## config.mk

```make
export PLATFORM = sky130hd
export DESIGN_NAME = lif_scheduler_flat
export DESIGN_NICKNAME = d
export VERILOG_FILES = /design/src/rtl/lif_scheduler_pkg.sv /design/src/rtl/lif_scheduler_if.sv /design/src/rtl/lif_scheduler_update.sv /design/src/rtl/lif_scheduler.sv /design/src/flat_wrapper.sv
export SDC_FILE = /design/constraint.sdc
export NUM_CORES = 1
export LEC_CHECK = 0
export BUFFER_PORTS_ARGS = -buffer_cell sky130_fd_sc_hd__buf_2
export CORE_MARGIN = 3
export CORE_UTILIZATION = 55
export CTS_CLUSTER_SIZE = 24
export DETAILED_ROUTE_END_ITERATION = 12
export PLACE_DENSITY = 0.73
export SLEW_MARGIN = 0
export SYNTH_ARGS = -nofsm -noshare
export SYNTH_HDL_FRONTEND = slang
export SYNTH_HIERARCHICAL = 1
export SYNTH_SLANG_ARGS = --single-unit
```

## constraint.sdc

```tcl
create_clock -name clk -period 8.9 [get_ports clk]
set_input_delay 0.445 -clock clk [delete_from_list [all_inputs] [get_ports clk]]
set_output_delay 0.445 -clock clk [all_outputs]
set_load 0.02 [all_outputs]
```

## src/rtl/lif_scheduler_pkg.sv

```systemverilog
// Shared types and default constants for the multi-neuron LIF scheduler.
// Latency: not applicable (declarations only).
// Backpressure: not applicable (declarations only).
package lif_pkg;

   localparam int DEF_WIDTH      = 8;
   localparam int DEF_THRESHOLD  = 200;
   localparam int DEF_BETA_SHIFT = 1;

   // Sweep sequencer states.
   typedef enum logic [1:0] {
      ST_IDLE   = 2'd0,
      ST_UPDATE = 2'd1,
      ST_DONE   = 2'd2
   } lif_state_e;

   // One extra bit over the membrane width so that leak+current never wraps.
   typedef logic [DEF_WIDTH:0] lif_acc_t;

endpackage

```

## src/rtl/lif_scheduler_if.sv

```systemverilog
// Host-side bundle: current writes, membrane readback, spike event stream, status.
// Latency: not applicable (wires only).
// Backpressure: spk_valid/spk_ready handshake on the spike event stream.
interface lif_scheduler_if #(
   parameter int WIDTH = 8,
   parameter int IDW   = 2
);
   logic             tick;
   logic             cur_we;
   logic [IDW-1:0]   cur_addr;
   logic [WIDTH-1:0] cur_data;
   logic [IDW-1:0]   rd_addr;
   logic [WIDTH-1:0] rd_state;
   logic             spk_valid;
   logic [IDW-1:0]   spk_id;
   logic             spk_ready;
   logic             busy;
   logic             sweep_done;
   logic             overrun;
   logic             drop;

   // Host / testbench side.
   modport master (
      output tick, cur_we, cur_addr, cur_data, rd_addr, spk_ready,
      input  rd_state, spk_valid, spk_id, busy, sweep_done, overrun, drop
   );

   // Scheduler side.
   modport slave (
      input  tick, cur_we, cur_addr, cur_data, rd_addr, spk_ready,
      output rd_state, spk_valid, spk_id, busy, sweep_done, overrun, drop
   );
endinterface

```

## src/rtl/lif_scheduler_update.sv

```systemverilog
// Shared LIF arithmetic: leak, integrate, threshold-and-subtract, saturate.
// Latency: purely combinational.
// Backpressure: none.
module lif_update
   import lif_pkg::*;
#(
   parameter int WIDTH      = DEF_WIDTH,
   parameter int BETA_SHIFT = DEF_BETA_SHIFT,
   parameter int THRESHOLD  = DEF_THRESHOLD
) (
   input  logic [WIDTH-1:0] s,
   input  logic [WIDTH-1:0] c,
   output logic [WIDTH-1:0] next,
   output logic             spike
);

   localparam logic [WIDTH:0] TH   = (WIDTH+1)'(THRESHOLD);
   localparam logic [WIDTH:0] MAXV = {1'b0, {WIDTH{1'b1}}};

   logic [WIDTH:0] sum;
   logic [WIDTH:0] resid;

   // Leak then integrate at WIDTH+1 bits; fire and subtract; clamp to full scale.
   always_comb begin
      sum   = {1'b0, s} - ({1'b0, s} >> BETA_SHIFT) + {1'b0, c};
      spike = (sum >= TH);
      resid = spike ? (sum - TH) : sum;
      next  = (resid > MAXV) ? {WIDTH{1'b1}} : resid[WIDTH-1:0];
   end

endmodule

```

## src/rtl/lif_scheduler.sv

```systemverilog
// Multi-neuron LIF scheduler: one tick sweeps the shared update datapath over all neurons in index order.
// Latency: neuron i written at edge k+1+i after tick at edge k; sweep_done one cycle after edge k+N_NEURONS; readback 1 cycle.
// Backpressure: spike IDs leave through a FIFO on spk_valid/spk_ready; a spike meeting a full FIFO is dropped (sticky drop).
module lif_scheduler
   import lif_pkg::*;
#(
   parameter int N_NEURONS  = 4,
   parameter int WIDTH      = DEF_WIDTH,
   parameter int BETA_SHIFT = DEF_BETA_SHIFT,
   parameter int THRESHOLD  = DEF_THRESHOLD,
   parameter int FIFO_DEPTH = 4,
   parameter int IDW        = $clog2(N_NEURONS)
) (
   input  logic          clk,
   input  logic          rst,
   lif_scheduler_if.slave bus
);

   localparam logic [1:0] S_IDLE   = 2'(ST_IDLE);
   localparam logic [1:0] S_UPDATE = 2'(ST_UPDATE);
   localparam logic [1:0] S_DONE   = 2'(ST_DONE);

   localparam logic [IDW-1:0] LAST_IDX = IDW'(N_NEURONS - 1);

   // FIFO_DEPTH is a power of two, so head/tail wrap naturally at PW bits.
   localparam int             PW        = $clog2(FIFO_DEPTH);
   localparam logic [PW:0]    DEPTH_CNT = (PW+1)'(FIFO_DEPTH);

   logic [1:0]       fsm;
   logic [IDW-1:0]   idx;
   logic             overrun_q;

   logic [WIDTH-1:0] state_mem [N_NEURONS];
   logic [WIDTH-1:0] cur_mem   [N_NEURONS];
   logic [WIDTH-1:0] rd_state_q;

   logic [IDW-1:0]   fifo_mem  [FIFO_DEPTH];
   logic [PW-1:0]    head;
   logic [PW-1:0]    tail;
   logic [PW:0]      count;
   logic             drop_q;

   logic [WIDTH-1:0] upd_next;
   logic             upd_spike;
   logic             in_update;
   logic             push;
   logic             pop;
   logic             accept;

   lif_update #(
      .WIDTH      (WIDTH),
      .BETA_SHIFT (BETA_SHIFT),
      .THRESHOLD  (THRESHOLD)
   ) u_update (
      .s     (state_mem[idx]),
      .c     (cur_mem[idx]),
      .next  (upd_next),
      .spike (upd_spike)
   );

   assign in_update = (fsm == S_UPDATE);
   assign push      = in_update && upd_spike;
   // A pop needs a real head entry, so push+pop on an empty FIFO is just a push.
   assign pop       = (count != '0) && bus.spk_ready;
   assign accept    = push && ((count < DEPTH_CNT) || pop);

   // Sweep sequencer; ticks seen while busy are discarded and flagged.
   always_ff @(posedge clk) begin
      if (rst) begin
         fsm       <= S_IDLE;
         idx       <= '0;
         overrun_q <= 1'b0;
      end else begin
         if (bus.tick && (fsm != S_IDLE)) begin
            overrun_q <= 1'b1;
         end
         case (fsm)
            S_IDLE: begin
               if (bus.tick) begin
                  fsm <= S_UPDATE;
                  idx <= '0;
               end
            end
            S_UPDATE: begin
               if (idx == LAST_IDX) begin
                  fsm <= S_DONE;
               end else begin
                  idx <= idx + IDW'(1);
               end
            end
            S_DONE: begin
               fsm <= S_IDLE;
            end
            default: begin
               fsm <= S_IDLE;
            end
         endcase
      end
   end

   // Membrane write-back and host current writes; the update reads the current value before this edge.
   always_ff @(posedge clk) begin
      if (rst) begin
         for (int i = 0; i < N_NEURONS; i++) begin
            state_mem[i] <= '0;
            cur_mem[i]   <= '0;
         end
      end else begin
         if (in_update) begin
            state_mem[idx] <= upd_next;
         end
         if (bus.cur_we) begin
            cur_mem[bus.cur_addr] <= bus.cur_data;
         end
      end
   end

   // Registered readback; returns the pre-update value when the same neuron is written this edge.
   always_ff @(posedge clk) begin
      if (rst) begin
         rd_state_q <= '0;
      end else begin
         rd_state_q <= state_mem[bus.rd_addr];
      end
   end

   // Spike FIFO pointers, occupancy and sticky drop flag.
   always_ff @(posedge clk) begin
      if (rst) begin
         head   <= '0;
         tail   <= '0;
         count  <= '0;
         drop_q <= 1'b0;
      end else begin
         if (accept) begin
            tail <= tail + PW'(1);
         end
         if (pop) begin
            head <= head + PW'(1);
         end
         if (accept && !pop) begin
            count <= count + (PW+1)'(1);
         end else if (!accept && pop) begin
            count <= count - (PW+1)'(1);
         end
         if (push && !accept) begin
            drop_q <= 1'b1;
         end
      end
   end

   // FIFO payload storage; contents are only observable behind spk_valid, so no reset is needed.
   always_ff @(posedge clk) begin
      if (accept) begin
         fifo_mem[tail] <= idx;
      end
   end

   assign bus.rd_state   = rd_state_q;
   assign bus.spk_valid  = (count != '0);
   assign bus.spk_id     = fifo_mem[head];
   assign bus.busy       = (fsm != S_IDLE);
   assign bus.sweep_done = (fsm == S_DONE);
   assign bus.overrun    = overrun_q;
   assign bus.drop       = drop_q;

endmodule

```

## src/flat_wrapper.sv

```systemverilog
// flat-port wrapper written by rule: the top's interface ports become plain ports
module lif_scheduler_flat import lif_pkg::*;
#(
   parameter int N_NEURONS  = 4,
   parameter int WIDTH      = DEF_WIDTH,
   parameter int BETA_SHIFT = DEF_BETA_SHIFT,
   parameter int THRESHOLD  = DEF_THRESHOLD,
   parameter int FIFO_DEPTH = 4,
   parameter int IDW        = $clog2(N_NEURONS)
)
  (clk, rst, bus_tick, bus_cur_we, bus_cur_addr, bus_cur_data, bus_rd_addr, bus_spk_ready, bus_rd_state, bus_spk_valid, bus_spk_id, bus_busy, bus_sweep_done, bus_overrun, bus_drop);
  lif_scheduler_if #(.WIDTH(WIDTH), .IDW(IDW)) bus_i ();
  input  logic clk;
  input  logic rst;
  input wire logic [$bits(bus_i.tick)-1:0] bus_tick;
  input wire logic [$bits(bus_i.cur_we)-1:0] bus_cur_we;
  input wire logic [$bits(bus_i.cur_addr)-1:0] bus_cur_addr;
  input wire logic [$bits(bus_i.cur_data)-1:0] bus_cur_data;
  input wire logic [$bits(bus_i.rd_addr)-1:0] bus_rd_addr;
  input wire logic [$bits(bus_i.spk_ready)-1:0] bus_spk_ready;
  output wire logic [$bits(bus_i.rd_state)-1:0] bus_rd_state;
  output wire logic [$bits(bus_i.spk_valid)-1:0] bus_spk_valid;
  output wire logic [$bits(bus_i.spk_id)-1:0] bus_spk_id;
  output wire logic [$bits(bus_i.busy)-1:0] bus_busy;
  output wire logic [$bits(bus_i.sweep_done)-1:0] bus_sweep_done;
  output wire logic [$bits(bus_i.overrun)-1:0] bus_overrun;
  output wire logic [$bits(bus_i.drop)-1:0] bus_drop;
  assign bus_i.tick = bus_tick;
  assign bus_i.cur_we = bus_cur_we;
  assign bus_i.cur_addr = bus_cur_addr;
  assign bus_i.cur_data = bus_cur_data;
  assign bus_i.rd_addr = bus_rd_addr;
  assign bus_i.spk_ready = bus_spk_ready;
  assign bus_rd_state = bus_i.rd_state;
  assign bus_spk_valid = bus_i.spk_valid;
  assign bus_spk_id = bus_i.spk_id;
  assign bus_busy = bus_i.busy;
  assign bus_sweep_done = bus_i.sweep_done;
  assign bus_overrun = bus_i.overrun;
  assign bus_drop = bus_i.drop;
  lif_scheduler #(.N_NEURONS(N_NEURONS), .WIDTH(WIDTH), .BETA_SHIFT(BETA_SHIFT), .THRESHOLD(THRESHOLD), .FIFO_DEPTH(FIFO_DEPTH), .IDW(IDW)) u_core (.clk(clk), .rst(rst), .bus(bus_i));
endmodule
```

==> flow_summary.toml <==
[worst_setup_path]
max_stage_delay_ns = 1.01
reg2regPathDepth = 19
cp-start-kind = "flip-flop"
cp.buffers_inverters = 2
r2r_end = "u_core/count[2]"
critical-path-top-delay-family = "adder cells"
cp.arrival_ns = 6.45
crit_top_cell = "fa_1"
cp-end-kind = "flip-flop"
path_class = "reg -> reg"
cp.depth = 19
crit_slowest_cell = "dfxtp_1"
critPathRequiredTime_ns = 9.17
crit_chain = "mux4_2 -> fa_1 -> inv_1 -> fa_1 -> a211oi_1 -> nor2_1 -> xnor2_2 -> ha_1 -> and2_1 -> mux2_2 -> a21oi_2 -> or2_1 -> and3b_1 -> ha_1 -> inv_1 -> fa_1 -> xor2_1 -> or3_1 -> a21oi_1"
crit_fanout = 16
r2r_slack_ns = 2.72

[run_status]
outcome = "finished clean"

[synth]
synth_top_area_cell = "edfxtp_1"
synthArstFlopShare_pct = 0
synth.area.top_cells = "edfxtp_1 39%, dfxtp_1 9.1%, and2_1 7.9%"
ys_types = 73
synth.net_count = 456
ys_ff_latch = 97
synth_ff_type = "edfxtp_1"
synth_most_common_cell = "edfxtp_1"
synth_seq_area_share_pct = 48.3
netlist_instances = 414
synth_area_sq_um = 5510
ys_warn_count = 6
avgSynthCellArea_sq_um = 13.3
yosys-top-cells-count = "72 x edfxtp_1, 70 x and2_1, 25 x dfxtp_1"
yosysTopAreaCellShare_pct = 39.2
synth_edf_count = 72

[route]
final_antenna_net_count = 0
dr.pass1.iters = 4
wl_per_cell_um = 18.0
drt-vias-per-instance = 5.72
drt-total-wl_mm = 10.2
drc = 0
drt_iter0_drc = 105
via_count = 3257

[floorplan]
core_area_sq_um = 9500
die_w_um = 106
start_util_pct = 58.0
die_h_um = 106
die_area_sq_um = 11300
num_rows = 35
io_pins = 32

[sta]
rsz0062_at_grt = "no"
drv_slew = 0
skew_ns = 0.0175
fin_crit_sh_pct = 69.4
period_minus_slack_ns = 6.18
setup_viol = 0
final_hold_viol_count = 0
slew_headroom_pct = 31.3
fin_setup_tns_ns = 0
fmax_mhz = 162
tightest_slew_ns = 1.03

[finish]
final_nets = 477
layout-drive-gt1-share_pct = 21.8
diodes = 0
syn_to_final_growth_pct = 6.61

[clocking]
insertion_delay_ns = 0.36
hold_buffers = 0
cts_max_level = 3
cts_buffer_depth = 2
cts.root.buffer_cell = "clkbuf_8"
cts_tree = "built"
numCtsBuffers = 9
postCtsSetupBuffers = 0
path_clk_slew_ns = 0.10
clock-sinks = 97
cts_resized = 0

[worst_hold_path]
hold_start = "bus_tick"
hold_class = "in -> reg"
hold_depth = 3
hold_path_end = "u_core/bus.overrun"

[grt]
grt_max_degree = 37
overflow = 0
grt_usage_pct = 19.4
grt_pass1_wl_mm = 16.8
antenna_found_initial = 0
grt_pass1_vias = 3317

[place]
gp_congestion = 0.895
port-buffer-count = 31
dpl.hpwl_mm = 7.25

[job]
maxCapViolations = 0
==> routing by layer <==
layer,vias up,part of all wire [%],GRT usage (%)
li1,1552,-,-
met1,1614,44,25.4
met2,75,50,32.6
met3,16,3.9,3.76
met4,0,2.2,6.75
met5,-,0,0
==> cells by family (layout without fill, tap and decap cells) <==
family | after synthesis | count (layout) | share of synthesized area [%]
mux | 32 | 32 | 12.4
buf+inv | 44 | 70 | 4.68
fa+ha+maj | 25 | 25 | 6.76
compound gates | 51 | 51 | 7.76
flops | 97 | 97 | 48.3
xor+xnor | 10 | 10 | 2.00
simple gates | 155 | 155 | 18.1
==> sequential cells by signal, indices dropped and copies added (netlist names), named ones only <==
name / cells
u_core/cur_mem: 32
u_core/state_mem: 32
u_core/bus.rd_state: 8
u_core/fifo_mem: 8
u_core/count: 3
u_core/fsm: 2
u_core/head: 2
u_core/idx: 2
u_core/tail: 2
u_core/bus.drop: 1
u_core/bus.overrun: 1
==> layout by cell type, fill, tap and decap left out, types with 4 or more instances in the layout <==
| cell | n |
|---|---|
| inv_1 | 22 |
| ha_1 | 17 |
| a31oi_1 | 4 |
| fa_1 | 8 |
| or2_1 | 5 |
| nor2b_1 | 13 |
| mux4_1 | 8 |
| nand2_1 | 11 |
| xor2_1 | 6 |
| mux4_2 | 18 |
| a21oi_1 | 9 |
| and2_1 | 70 |
| o21ai_0 | 5 |
| edfxtp_1 | 72 |
| mux2i_1 | 4 |
| dfxtp_1 | 25 |
| buf_2 | 31 |
| nor2_1 | 19 |
| or2_2 | 5 |
| clkbuf_8 | 9 |
==> worst min-delay path, stage by stage <==
cell and delay [ns]:
buf_2 0.11, a21oi_1 0.06, nor2_1 0.07
==> per-stage QoR <==
stage / instances / area (sq um) / utilization, % / hold WS [ns] / worst slack (ns)
6_report: 569 / 5880 / 61.8 / 0.357 / 2.72
5_1_grt: 569 / 5880 / 61.8 / 0.389 / 2.31
4_1_cts: 569 / 5880 / 61.8 / 0.339 / 2.69
3_5_place_dp: 553 / 5660 / 59.5 / 0.460 / 2.74
3_3_place_gp: 553 / 5660 / 59.5 / 0.446 / 2.94
2_1_floorplan: 414 / 5510 / - / 0.481 / 3.93
==> how the worst max path moves through the flow <==
| stage | startpoint | to | slack (ns) |
|---|---|---|---|
| final | flip-flop | u_core/count[2] | 2.72 |
| after global routing | flip-flop | u_core/count[2] | 2.31 |
| after CTS | flip-flop | u_core/count[2] | 2.69 |
| after detailed placement | flip-flop | u_core/count[2] | 2.74 |
| after global placement | flip-flop | u_core/count[2] | 2.94 |
| after floorplan | flip-flop | u_core/count[2] | 3.93 |
==> layout make-up <==
| class | instances | area [sq um] |
|---|---|---|
| multi-input combinational | 273 | 2590 |
| clock inverter | 5 | 66.3 |
| clock buffer | 11 | 153 |
| timing repair buffer | 31 | 155 |
| tap | 129 | 161 |
| fill | 752 | 3630 |
| sequential | 97 | 2660 |
| inverter | 23 | 86.3 |
Power is left out: the tool's default activity adds up to more than one toggle a clock period on the data nets, which glitch-free logic cannot reach.
